**config.mk**
```make
export PLATFORM = sky130hd
export DESIGN_NAME = countdown_ctrl_flat
export DESIGN_NICKNAME = d
export VERILOG_FILES = /design/src/rtl/countdown_ctrl_if.sv /design/src/rtl/countdown_ctrl.sv /design/src/flat_wrapper.sv
export SDC_FILE = /design/constraint.sdc
export NUM_CORES = 1
export LEC_CHECK = 0
export BUFFER_PORTS_ARGS = -buffer_cell sky130_fd_sc_hd__buf_4
export CAP_MARGIN = 20
export CELL_PAD_IN_SITES_DETAIL_PLACEMENT = 0
export CELL_PAD_IN_SITES_GLOBAL_PLACEMENT = 1
export CORE_UTILIZATION = 30
export DETAILED_ROUTE_END_ITERATION = 6
export GPL_ROUTABILITY_DRIVEN = 0
export GPL_TIMING_DRIVEN = 0
export PLACE_DENSITY_LB_ADDON = 0.1
export SYNTH_ARGS = -nofsm -noshare
export SYNTH_HDL_FRONTEND = slang
export SYNTH_SLANG_ARGS = --single-unit
```
**constraint.sdc**
```tcl
create_clock -name clock -period 3.98 [get_ports clock]
set_input_delay 0.199 -clock clock [delete_from_list [all_inputs] [get_ports clock]]
set_output_delay 0.199 -clock clock [all_outputs]
set_load 0.01 [all_outputs]
```
**src/rtl/countdown_ctrl_if.sv**
```systemverilog
// Control/data bundle between the button and rate-divider logic and the countdown sequencer.
interface countdown_ctrl_if;
  logic        tick;
  logic        start;
  logic        pause;
  logic        clear;
  logic [15:0] preset;
  logic [15:0] digits;
  logic        running;
  logic        done;
  logic [2:0]  state;

  modport master (
    output tick, start, pause, clear, preset,
    input  digits, running, done, state
  );

  modport slave (
    input  tick, start, pause, clear, preset,
    output digits, running, done, state
  );
endinterface

```
**src/rtl/countdown_ctrl.sv**
```systemverilog
// Four-digit BCD MM:SS countdown sequencer with start/pause/resume/clear and expiry flag.
// Optional macro COUNTDOWN_AUTORELOAD_EN: on expiry, reload the preset and keep running.
module countdown_ctrl #(
  parameter int PRESCALE     = 1,
  parameter int MIN_TENS_MAX = 9
) (
  input  logic             clock,
  input  logic             reset,
  countdown_ctrl_if.slave  bus
);

  localparam logic [2:0]  S_IDLE    = 3'd0;
  localparam logic [2:0]  S_RUN     = 3'd1;
  localparam logic [2:0]  S_PAUSE   = 3'd2;
  localparam logic [2:0]  S_EXPIRED = 3'd3;
  localparam logic [7:0]  PS_LAST   = 8'(PRESCALE - 1);
  localparam logic [15:0] DIGIT_MAX = {4'(MIN_TENS_MAX), 4'd9, 4'd5, 4'd9};

  logic [2:0]  state_reg, state_next;
  logic [15:0] digits_reg, digits_next;
  logic [7:0]  cnt_reg, cnt_next;
  logic        running_reg;
  logic        done_reg;
  logic        expire_evt_reg, expire_evt_next;

  logic [15:0] preset_clamped;
  logic [15:0] digits_dec;
  logic        borrow_so, borrow_st, borrow_mo;

  // Each preset digit saturates at its own ceiling.
  generate
    for (genvar gi = 0; gi < 4; gi++) begin : g_clamp
      assign preset_clamped[gi*4 +: 4] =
        (bus.preset[gi*4 +: 4] > DIGIT_MAX[gi*4 +: 4]) ? DIGIT_MAX[gi*4 +: 4]
                                                        : bus.preset[gi*4 +: 4];
    end
  endgenerate

  // One-second decrement with mod-10 / mod-6 borrow chaining.
  assign borrow_so = (digits_reg[3:0] == 4'd0);
  assign borrow_st = borrow_so && (digits_reg[7:4] == 4'd0);
  assign borrow_mo = borrow_st && (digits_reg[11:8] == 4'd0);

  always_comb begin
    digits_dec[3:0]   = borrow_so ? 4'd9 : digits_reg[3:0] - 4'd1;
    digits_dec[7:4]   = digits_reg[7:4];
    digits_dec[11:8]  = digits_reg[11:8];
    digits_dec[15:12] = digits_reg[15:12];
    if (borrow_so)
      digits_dec[7:4] = (digits_reg[7:4] == 4'd0) ? 4'd5 : digits_reg[7:4] - 4'd1;
    if (borrow_st)
      digits_dec[11:8] = (digits_reg[11:8] == 4'd0) ? 4'd9 : digits_reg[11:8] - 4'd1;
    if (borrow_mo)
      digits_dec[15:12] = digits_reg[15:12] - 4'd1;
  end

  always_comb begin
    state_next      = state_reg;
    digits_next     = digits_reg;
    cnt_next        = cnt_reg;
    expire_evt_next = 1'b0;
    if (bus.clear) begin
      state_next  = S_IDLE;
      digits_next = preset_clamped;
      cnt_next    = 8'd0;
    end else begin
      case (state_reg)
        S_IDLE, S_EXPIRED: begin
          if (state_reg == S_IDLE)
            digits_next = preset_clamped;
          if (bus.start) begin
            cnt_next = 8'd0;
            // A zero preset has nothing to count, so it expires on the load edge.
            if (preset_clamped == 16'h0000) begin
              state_next      = S_EXPIRED;
              digits_next     = 16'h0000;
              expire_evt_next = 1'b1;
            end else begin
              state_next  = S_RUN;
              digits_next = preset_clamped;
            end
          end
        end
        S_RUN: begin
          if (!bus.start && bus.pause) begin
            state_next = S_PAUSE;
          end else if (bus.tick) begin
            if (cnt_reg == PS_LAST) begin
              cnt_next = 8'd0;
              if (digits_dec == 16'h0000) begin
                expire_evt_next = 1'b1;
`ifdef COUNTDOWN_AUTORELOAD_EN
                if (preset_clamped != 16'h0000) begin
                  digits_next = preset_clamped;
                end else begin
                  state_next  = S_EXPIRED;
                  digits_next = 16'h0000;
                end
`else
                state_next  = S_EXPIRED;
                digits_next = 16'h0000;
`endif
              end else begin
                digits_next = digits_dec;
              end
            end else begin
              cnt_next = cnt_reg + 8'd1;
            end
          end
        end
        S_PAUSE: begin
          if (bus.start)
            state_next = S_RUN;
        end
        default: begin
          state_next  = S_IDLE;
          digits_next = preset_clamped;
          cnt_next    = 8'd0;
        end
      endcase
    end
  end

  always_ff @(posedge clock) begin
    if (reset) begin
      state_reg      <= S_IDLE;
      digits_reg     <= 16'h0000;
      cnt_reg        <= 8'd0;
      running_reg    <= 1'b0;
      done_reg       <= 1'b0;
      expire_evt_reg <= 1'b0;
    end else begin
      state_reg      <= state_next;
      digits_reg     <= digits_next;
      cnt_reg        <= cnt_next;
      running_reg    <= (state_next == S_RUN);
      // done trails the expiry edge by one cycle; clear suppresses it.
      done_reg       <= expire_evt_reg && !bus.clear;
      expire_evt_reg <= expire_evt_next;
    end
  end

  assign bus.digits  = digits_reg;
  assign bus.running = running_reg;
  assign bus.done    = done_reg;
  assign bus.state   = state_reg;

endmodule

```
**src/flat_wrapper.sv**
```systemverilog
// flat-port wrapper written by rule: the top's interface ports become plain ports
module countdown_ctrl_flat 
#(
  parameter int PRESCALE     = 1,
  parameter int MIN_TENS_MAX = 9
)
  (clock, reset, bus_tick, bus_start, bus_pause, bus_clear, bus_preset, bus_digits, bus_running, bus_done, bus_state);
  countdown_ctrl_if bus_i ();
  input  logic clock;
  input  logic reset;
  input wire logic [$bits(bus_i.tick)-1:0] bus_tick;
  input wire logic [$bits(bus_i.start)-1:0] bus_start;
  input wire logic [$bits(bus_i.pause)-1:0] bus_pause;
  input wire logic [$bits(bus_i.clear)-1:0] bus_clear;
  input wire logic [$bits(bus_i.preset)-1:0] bus_preset;
  output wire logic [$bits(bus_i.digits)-1:0] bus_digits;
  output wire logic [$bits(bus_i.running)-1:0] bus_running;
  output wire logic [$bits(bus_i.done)-1:0] bus_done;
  output wire logic [$bits(bus_i.state)-1:0] bus_state;
  assign bus_i.tick = bus_tick;
  assign bus_i.start = bus_start;
  assign bus_i.pause = bus_pause;
  assign bus_i.clear = bus_clear;
  assign bus_i.preset = bus_preset;
  assign bus_digits = bus_i.digits;
  assign bus_running = bus_i.running;
  assign bus_done = bus_i.done;
  assign bus_state = bus_i.state;
  countdown_ctrl #(.PRESCALE(PRESCALE), .MIN_TENS_MAX(MIN_TENS_MAX)) u_core (.clock(clock), .reset(reset), .bus(bus_i));
endmodule
```
==> flow_summary.json <==
{
  "io_buffer_count": 42,
  "grt_max_degree": 11,
  "dr_wl_met2_um": 2620,
  "worstSetupPathType": "reg2reg",
  "cts_buffer_depth": 2,
  "ys_seq_area_frac": 0.305,
  "synthXorXnorAreaFrac": 0.0356,
  "cts_sinks": 30,
  "dp_slack_ns": 1.81,
  "die_x_um": 83.0,
  "synthCells": 236,
  "async_flop_share": 0,
  "intPower_mw": 0.558,
  "syn_nets": 261,
  "ir_worst_vdd_uv": 170,
  "drt_wl_total_um": 6080,
  "synth_mux_area_frac": 0.0223,
  "cts_tree": "yes",
  "drc_errors": 0,
  "synth_top_family_by_area": "simple AND/OR/NAND/NOR gates",
  "ant_nets": 0,
  "drt-initial-drc-count": 143,
  "clk_latency_ns": 0.28,
  "synth-seq-cells": 30,
  "first_pass_iters": 4,
  "hpwlAfterDp_um": 4490,
  "syn_area_per_cell_um2": 8.34,
  "critPathLaunchType": "flip-flop",
  "m1WireLength_um": 3110,
  "grt-ovfl-total": 0,
  "route.met3.wl_um": 303,
  "netSwitchingFraction": 0.274,
  "start_util": 0.310,
  "clock-root-buffer": "clkbuf_8",
  "setup_ws_ns": 1.79,
  "crit_required_ns": 4.17,
  "viasPerCell": 5.51,
  "switching_power_mw": 0.210,
  "synth_fa_ha_area_frac": 0.0191,
  "hold_violations": 0,
  "htreeDepth": 2,
  "power.density_nw_per_um2": 309,
  "ios": 43,
  "yosysTopAreaCell": "dfxtp_1",
  "largest_reg_flops": 16,
  "clkSlewWorstSetupHoldPaths_ns": 0.07,
  "cap_violations": 0,
  "tightest_slew_ns": 0.720,
  "final_nets": 310,
  "routed.top_layer": "met4",
  "synth_area_um2": 1970,
  "die_y_um": 83.0,
  "antenna_found_initial": 0,
  "yosys.cell_types.count": 59,
  "relSlewSlack": 0.517,
  "antennaDiodeCount": 0,
  "area_growth_pct": 26.4,
  "ctsHoldBuffers": 0,
  "final.min_clock_period_ns": 2.19,
  "grt_pass1_vias": 1752,
  "maxSlewViolCount": 0,
  "crit_path_end_kind": "flip-flop",
  "fmax_mhz": 458,
  "place_area_um2": 2380,
  "timing.final.crit_share": 0.549,
  "std_cell_rows": 29,
  "rsz0062_at_grt": "no",
  "wl_per_cell_um": 16.7,
  "num_vias": 2001,
  "fin_area_um2": 2490,
  "synth-compound-area-share": 0.252,
  "min-delay-path-class": "in2reg",
  "synth_edf_count": 0,
  "synth-simple-area-share": 0.311,
  "synth_area_leaders": "dfxtp_1, nor2_1, a21oi_1, o21ai_0, a211oi_1",
  "total_leakage_power_nw": 0.974,
  "post-cts-setup-buffers": 0,
  "grt_pass1_wl_um": 9780,
  "clock_power_share": 0.402,
  "cts_resized": 0,
  "yosysTopAreaCellShare": 0.305,
  "outcome": "complete, no violations",
  "numCtsBuffers": 5,
  "skew_ns": 0.00637,
  "drive_gt1_frac": 0.248,
  "power.share.sequential": 0.425,
  "setup_viol": 0,
  "core_um2": 6350,
  "setup_tns_ns": 0,
  "die-area_um2": 6890,
  "pwr-share-comb": 0.173,
  "crit_arrival_ns": 2.37,
  "synthTopCellsByCount": "dfxtp_1, nor2_1, a21oi_1",
  "ys_warn_count": 0,
  "track_usage": 0.179,
  "synth_flop_cell": "dfxtp_1",
  "cp_max_fo": 9
}
-- power by group through the flow --
stage	clock, mW	sequential (mW)	combinational (mW)
floorplan	0	0.334	0.0695
global placement	0	0.333	0.134
detailed placement	0	0.333	0.132
CTS	0.317	0.326	0.133
global route	0.335	0.328	0.145
finish	0.309	0.326	0.133
-- cells by family after synthesis --
group	after synthesis
adders and majority gates	3
AOI/OAI and AO/OA	69
muxes	4
buffers and inverters	19
xor gates and xnor gates	8
DFF	30
other	1
and+or+nand+nor	102
-- layer usage --
layer  up-vias  track usage
met2        48        0.263
met1       950        0.268
met3         5       0.0358
met4         0       0.0376
li1        998            -
met5         -            0
-- worst max-delay path, cell delays in order, from the launching register on --
cell and delay (ns):
dfxtp_1 0.32, buf_6 0.13, nor4_2 0.54, and4_1 0.38
mux2_2 0.36, a2bb2oi_1 0.13, a211oi_1 0.24
-- per-stage QoR --
step	cells	utilization	hold slack, ns	power (mW)
5_1_grt	363	0.392	0.149	0.808
3_3_place_gp	355	0.375	0.447	0.467
3_5_place_dp	355	0.375	0.441	0.465
4_1_cts	363	0.392	0.138	0.776
2_1_floorplan	236	-	0.283	0.404
6_report	363	0.392	0.143	0.768
-- final timing paths --
path                                startpoint                                 end  slack (ns)  cells past startpoint
max reg2reg  u_core.bus.digits[0]$_SDFFE_PP0P_  u_core.bus.digits[13]$_SDFFE_PP0P_        1.79                      6
max          u_core.bus.digits[0]$_SDFFE_PP0P_  u_core.bus.digits[13]$_SDFFE_PP0P_        1.79                      6
min                                      reset      u_core.bus.state[0]$_SDFF_PP0_        0.14                      2
min reg2reg   u_core.expire_evt_reg$_SDFF_PP0_          u_core.bus.done$_SDFF_PP0_        0.46                      1
-- layout make-up --
class                           instances  area (um2)
Fill cell                             688        3860
Multi-Input combinational cell        187        1260
Sequential cell                        30         601
Timing Repair Buffer                   42         315
Tap cell                               77        96.3
Buffer                                 10        71.3
Clock buffer                            5        68.8
Clock inverter                          3        40.0
Inverter                                9        33.8
-- cell usage in the layout (no fill, tap or decap), types with 7 or more instances in the layout --
master / instances
dfxtp_1: 30
a211oi_1: 7
buf_4: 42
o21ai_0: 11
nor2_1: 30
nor4_1: 7
inv_1: 9
nor3_1: 9
a21oi_1: 15
Note: power is estimated with default switching activity, not from simulation.
